===== src/rtl/hazard_unit.sv =====
// Pipeline hazard unit: load-use stalls and control-flow shadow bubbles with branch squash.
// Optional HAZARD_PERF_EN adds saturating bubble/squash event counters.
module hazard_unit #(
  parameter int SHADOW_CYCLES = 4,
  parameter int LOAD_STALLS   = 1,
  parameter int IR_WIDTH      = 16
) (
  input  logic                clk,
  input  logic                reset,
  input  logic                flow,
  input  logic [IR_WIDTH-1:0] if_id_ir,
  input  logic [IR_WIDTH-1:0] id_ex_ir,
  input  logic                branch_enable,
  output logic                gen_bubble,
  output logic                squash_ID,
  output logic                busy
`ifdef HAZARD_PERF_EN
  ,
  output logic [31:0]         bubble_count,
  output logic [15:0]         squash_count
`endif
);

  localparam logic [3:0] OP_BR  = 4'b0000, OP_ADD = 4'b0001, OP_LDB = 4'b0010,
                         OP_STB = 4'b0011, OP_JSR = 4'b0100, OP_AND = 4'b0101,
                         OP_LDR = 4'b0110, OP_STR = 4'b0111, OP_NOT = 4'b1001,
                         OP_LDI = 4'b1010, OP_STI = 4'b1011, OP_JMP = 4'b1100,
                         OP_SHF = 4'b1101, OP_TRAP = 4'b1111;

  localparam logic [2:0] SHADOW_CNT = 3'(SHADOW_CYCLES);
  localparam logic [2:0] LDSTALL_CNT = 3'(LOAD_STALLS - 1);
  localparam bit         LS_MULTI = (LOAD_STALLS > 1);

  typedef enum logic [1:0] {IDLE, LDSTALL, SHADOW, RESOLVE} state_t;

  state_t     state_q, state_d;
  logic [2:0] cnt_q, cnt_d;
  logic [3:0] cf_op_q, cf_op_d;
  logic       taken_q, taken_d;

  logic [3:0] id_op, ex_op;
  logic [2:0] ex_dr;
  logic       needs_sr1, needs_sr2, needs_st, ex_load, load_use, ctrl_flow;
  logic       unused_ir;

  assign id_op = if_id_ir[IR_WIDTH-1 -: 4];
  assign ex_op = id_ex_ir[IR_WIDTH-1 -: 4];
  assign ex_dr = id_ex_ir[11:9];
  assign unused_ir = ^{if_id_ir, id_ex_ir};

  assign needs_sr1 = (id_op inside {OP_ADD, OP_AND, OP_NOT, OP_SHF, OP_LDB, OP_LDR,
                                    OP_LDI, OP_STB, OP_STR, OP_STI, OP_JMP})
                   || (id_op == OP_JSR && !if_id_ir[11]);
  assign needs_sr2 = (id_op == OP_ADD || id_op == OP_AND) && !if_id_ir[5];
  assign needs_st  = id_op inside {OP_STB, OP_STR, OP_STI};
  assign ex_load   = ex_op inside {OP_LDB, OP_LDR, OP_LDI};

  assign load_use = ex_load && ((needs_sr1 && if_id_ir[8:6] == ex_dr)
                             || (needs_sr2 && if_id_ir[2:0] == ex_dr)
                             || (needs_st  && if_id_ir[11:9] == ex_dr));

  // BR with nzp=000 and the all-zero word are NOPs, not control flow.
  assign ctrl_flow = (|if_id_ir)
                  && ((id_op inside {OP_JMP, OP_JSR, OP_TRAP})
                      || (id_op == OP_BR && (|if_id_ir[11:9])));

  assign busy    = (state_q != IDLE);
  assign taken_d = flow ? branch_enable : taken_q;

  always_comb begin
    state_d    = state_q;
    cnt_d      = cnt_q;
    cf_op_d    = cf_op_q;
    gen_bubble = 1'b0;
    squash_ID  = 1'b0;
    case (state_q)
      IDLE: begin
        if (load_use) begin
          gen_bubble = 1'b1;
          if (LS_MULTI && flow) begin
            state_d = LDSTALL;
            cnt_d   = LDSTALL_CNT;
          end
        end else if (ctrl_flow && flow) begin
          state_d = SHADOW;
          cnt_d   = SHADOW_CNT;
          cf_op_d = id_op;
        end
      end
      LDSTALL: begin
        gen_bubble = 1'b1;
        if (flow) begin
          cnt_d = cnt_q - 3'd1;
          if (cnt_q == 3'd1) state_d = IDLE;
        end
      end
      SHADOW: begin
        gen_bubble = 1'b1;
        if (flow) begin
          cnt_d = cnt_q - 3'd1;
          if (cnt_q == 3'd1) state_d = RESOLVE;
        end
      end
      RESOLVE: begin
        squash_ID = (cf_op_q != OP_BR) || taken_q;
        if (flow) state_d = IDLE;
      end
      default: state_d = IDLE;
    endcase
  end

  always_ff @(posedge clk or posedge reset) begin
    if (reset) begin
      state_q <= IDLE;
      cnt_q   <= 3'd0;
      cf_op_q <= 4'd0;
      taken_q <= 1'b0;
    end else begin
      state_q <= state_d;
      cnt_q   <= cnt_d;
      cf_op_q <= cf_op_d;
      taken_q <= taken_d;
    end
  end

`ifdef HAZARD_PERF_EN
  always_ff @(posedge clk or posedge reset) begin
    if (reset) begin
      bubble_count <= 32'd0;
      squash_count <= 16'd0;
    end else if (flow) begin
      if (gen_bubble && bubble_count != 32'hFFFF_FFFF) bubble_count <= bubble_count + 32'd1;
      if (squash_ID && squash_count != 16'hFFFF) squash_count <= squash_count + 16'd1;
    end
  end
`endif

endmodule


===== config.mk =====
export PLATFORM = sky130hd
export DESIGN_NAME = hazard_unit
export DESIGN_NICKNAME = d
export VERILOG_FILES = /design/src/rtl/hazard_unit.sv
export SDC_FILE = /design/constraint.sdc
export NUM_CORES = 1
export LEC_CHECK = 0
export CAP_MARGIN = 10
export CORE_ASPECT_RATIO = 1.2
export CORE_MARGIN = 8
export CORE_UTILIZATION = 36
export CTS_CLUSTER_SIZE = 30
export DETAILED_ROUTE_END_ITERATION = 8
export PLACE_DENSITY_LB_ADDON = 0.05
export RECOVER_POWER = 25
export SLEW_MARGIN = 0
export SYNTH_ARGS = -nofsm -noshare
export SYNTH_HDL_FRONTEND = slang
export SYNTH_SLANG_ARGS = --single-unit

===== constraint.sdc =====
create_clock -name clk -period 1.8 [get_ports clk]
set_clock_uncertainty 0.15 [all_clocks]
set_input_delay 0.45 -clock clk [delete_from_list [all_inputs] [get_ports clk]]
set_output_delay 0.45 -clock clk [all_outputs]
set_load 0.01 [all_outputs]

==> metrics.md <==
| Metric | Value |
|---|---|
| Met1 WL | `about 1100 um` |
| CTS tree | `done` |
| Placed Instances | `between 150 and 200` |
| Initial antenna violation count | `0` |
| Largest net degree at the start of global routing | `11` |
| CP Launch Type | `input port` |
| First-pass GRT wire length | `about 4700 um` |
| Hpwl dp | `1970 um` |
| Capturing element type of the critical path | `output port` |
| I/O pins | `39` |
| HP Start | `cf_op_q[0]` |
| Vias per cell | `between 5 and 6` |
| Pre-antenna DRT Iters | `4` |
| Synth top area cells | `dfrtp_1 (30%), ha_1 (11%), xnor2_1 (6.4%), inv_1 (5.0%), mux2_2 (4.1%)` |
| Period utilization | `119%` |
| Max-slew violations | `0` |
| Worst Hold Class | `reg2reg` |
| TritonCTS buffer count | `3` |
| Clk buf depth | `2` |
| Nets | `201` |
| Hold Buf Count CTS | `0` |
| Overall Global Routing Usage | `15.8%` |
| Cell area after synthesis | `slightly above 800 um^2` |
| Core area | `between 2000 and 2500 um^2` |
| Die Area | `a little over 4000 um^2` |
| Final hold vios | `0` |
| Register area share after synthesis | `a little over 30%` |
| VDD IR max | `between 0.001 and 0.0015 V` |
| Met2 wire len | `about 1600 um` |
| Initial Util | `between 30% and 40%` |
| Worst Max-Slew Pin Slew | `between 0.3 and 0.4 ns` |
| Pwr/cell area | `~1200 nW/um^2` |
| DR WL/cell | `15.7 um` |
| Latest clock arrival within the worst-skew pair | `between 0.2 and 0.3 ns` |
| # DRC | `0` |
| Gr ovfl total | `0` |
| Fin cells | `about 190` |
| Failing checks | `setup timing` |
| Syn Area/Cell | `a little over 9 um^2` |
| Layout cells sized above 1 | `between 60 and 70%` |
| Num rows | `19` |
| Synth Flop Type | `dfrtp_1` |
| Post-Route WL | `between 2000 and 3000 um` |
| Synth Register Bits | `10` |
| Worst slew margin | `between 70% and 80%` |
| Commonest cells in the netlist | `inv_1 (11), dfrtp_1 (10), ha_1 (7), a21oi_1 (6), xnor2_1 (6)` |
| Chip height | `68.5 um` |
| Status | `finished, violations left` |
| WL met3 | `160 um` |
| H-tree lvl count | `1` |
| Fin Setup TNS | `-1.26 ns` |
| Hold worst-path end | `cf_op_q[0]` |
| Post-layout min period | `between 2 and 2.5 ns` |
| Most common cell in the synthesized netlist | `inv_1` |
| Asr flop ratio synth | `between 90% and 100%` |
| R2R setup slack | `-0.10 ns` |
| CTS Root Cell | `clkbuf_4` |
| Synth Instances | `90` |
| Max Fanout on Critical Path | `2` |
| Reg2reg end | `cnt_q[2]` |
| Vias in the first global route | `~1.1k` |
| Worst Hold Path Cells | `1` |
| Warnings from Yosys | `0` |
| Post-synth top area cell | `dfrtp_1` |
| Setup WS post-layout | `-0.344 ns` |
| Routed Antenna Nets | `0` |
| Final core utilization | `about 80%` |
| Via count | `940` |
| Count of cell types in the netlist | `33` |
| 1st-iter DRT viols | `22` |
| Path depth of the worst reg2reg path | `8` |
| GP Congestion | `about 0.76` |
| DR top layer | `met4` |
| Crit Path Category | `in2out` |
| CTS sink cnt | `10` |
| Dpl ws | `-1.24 ns` |
| Worst Path Arrival | `1.54 ns` |
| IO Port Bufs | `27` |
| Layout area overhead | `113%` |
| Die W | `between 50 and 60 um` |
| Leakage power | `between 0.7 and 0.8 nW` |
| Setup Viol. Count Final | `11` |
| RSZ-0062 raised after global routing | `yes` |
| Total of max-cap violations | `0` |
| Antenna diodes | `0` |
| Syn nets | `approximately 130` |
| Worst R2R Start | `state_q[0]` |
| Post-synth top area share | `between 30% and 40%` |
| Crit path launch | `if_id_ir[6]` |
| CP required | `between 1 and 1.5 ns` |
| Number of synthesized flops with an enable pin | `0` |
| Clk slew on worst S/H paths | `about 0.06 ns` |
| Fmax | `roughly 470 MHz` |
[layout by cell type (no fill, tap or decap), types with 2 or more instances in the layout]
master,Yosys,routed
buf_4,0,21
buf_6,0,20
dfrtp_1,10,10
inv_1,11,7
buf_2,0,6
clkdlybuf4s15_1,0,5
xnor2_1,6,4
a21oi_2,0,4
mux2_4,0,4
nand4_1,3,3
inv_2,0,3
nand2_1,5,3
o211ai_1,3,3
ha_1,7,3
clkbuf_4,0,3
xor2_2,0,2
nand2_4,0,2
nand3_2,0,2
xnor2_2,0,2
nor2_1,3,2
mux2i_1,3,2
ha_2,0,2
ha_4,0,2
clkdlybuf4s50_1,0,2
buf_8,0,2
buf_12,0,2
dlymetal6s2s_1,0,2
dlygate4sd2_1,0,2
[metal layers]
layer / vias to the layer above / global-route usage, %
li1: 457 / -
met1: 446 / 14.8
met2: 31 / 28.3
met3: 6 / 4.70
met4: 0 / 11.9
met5: - / 0
[per-stage QoR]
step / cell area [um^2] / hold WS (ns) / power (mW)
after floorplan: 880 / 0.140 / 1.02
final: 1760 / 0.360 / 2.11
after detailed placement: 1380 / 0.354 / 1.53
after CTS: 1630 / 0.324 / 1.85
after global routing: 1760 / 0.376 / 2.30
after global placement: 1380 / 0.342 / 1.49
[logic make-up (layout without fill, tap and decap cells)]
kind of cell    Yosys count  count (layout)  share of synthesized area, %
simple gates             25              25                          17.4
mux                       8               8                          10.5
fa+ha+maj                 7               7                          10.6
buf+inv                  12              78                          5.45
compound gates           19              19                          16.2
flops                    10              10                          30.3
xor+xnor                  9               9                          9.55
[critical path, cell delays in order]
cell and delay (ns):
clkdlybuf4s15_1 0.18, xnor2_1 0.19, nand4_1 0.14, a21oi_2 0.15, o211ai_1 0.16, a21oi_2 0.14
buf_2 0.14
[state kept, by name (all words and copies together) (netlist names)]
register,cells
cf_op_q,4
cnt_q,3
state_q,2
taken_q,1
[worst max path at each step]
stage,to,slack (ns)
6_report,gen_bubble,-0.34
5_1_grt,gen_bubble,-0.46
4_1_cts,gen_bubble,-0.38
3_5_place_dp,gen_bubble,-1.24
3_3_place_gp,gen_bubble,-1.19
2_1_floorplan,gen_bubble,-0.12
[final cells by class]
cell class / count / area (um^2)
Inverter: 11 / 43.8
Multi-Input combinational cell: 68 / 791
Clock buffer: 3 / 22.5
Fill cell: 172 / 478
Tap cell: 31 / 38.8
Timing Repair Buffer: 64 / 611
Sequential cell: 10 / 250
[power by group]
group / switching (mW) / leakage, nW / internal (mW) / total, mW
Clock: 0.0740 / 0.0138 / 0.0770 / 0.151
Combinational: 0.684 / 0.660 / 0.880 / 1.56
Sequential: 0.0643 / 0.120 / 0.331 / 0.396
Total: 0.822 / 0.794 / 1.29 / 2.11
[what timing repair did]
action,CTS,global route
setup endpoints to repair,12,12
resized for setup,102,44
cloned,0,0
setup buffers,13,5
pin swaps,22,28
Power figures use the tool's default switching activity.
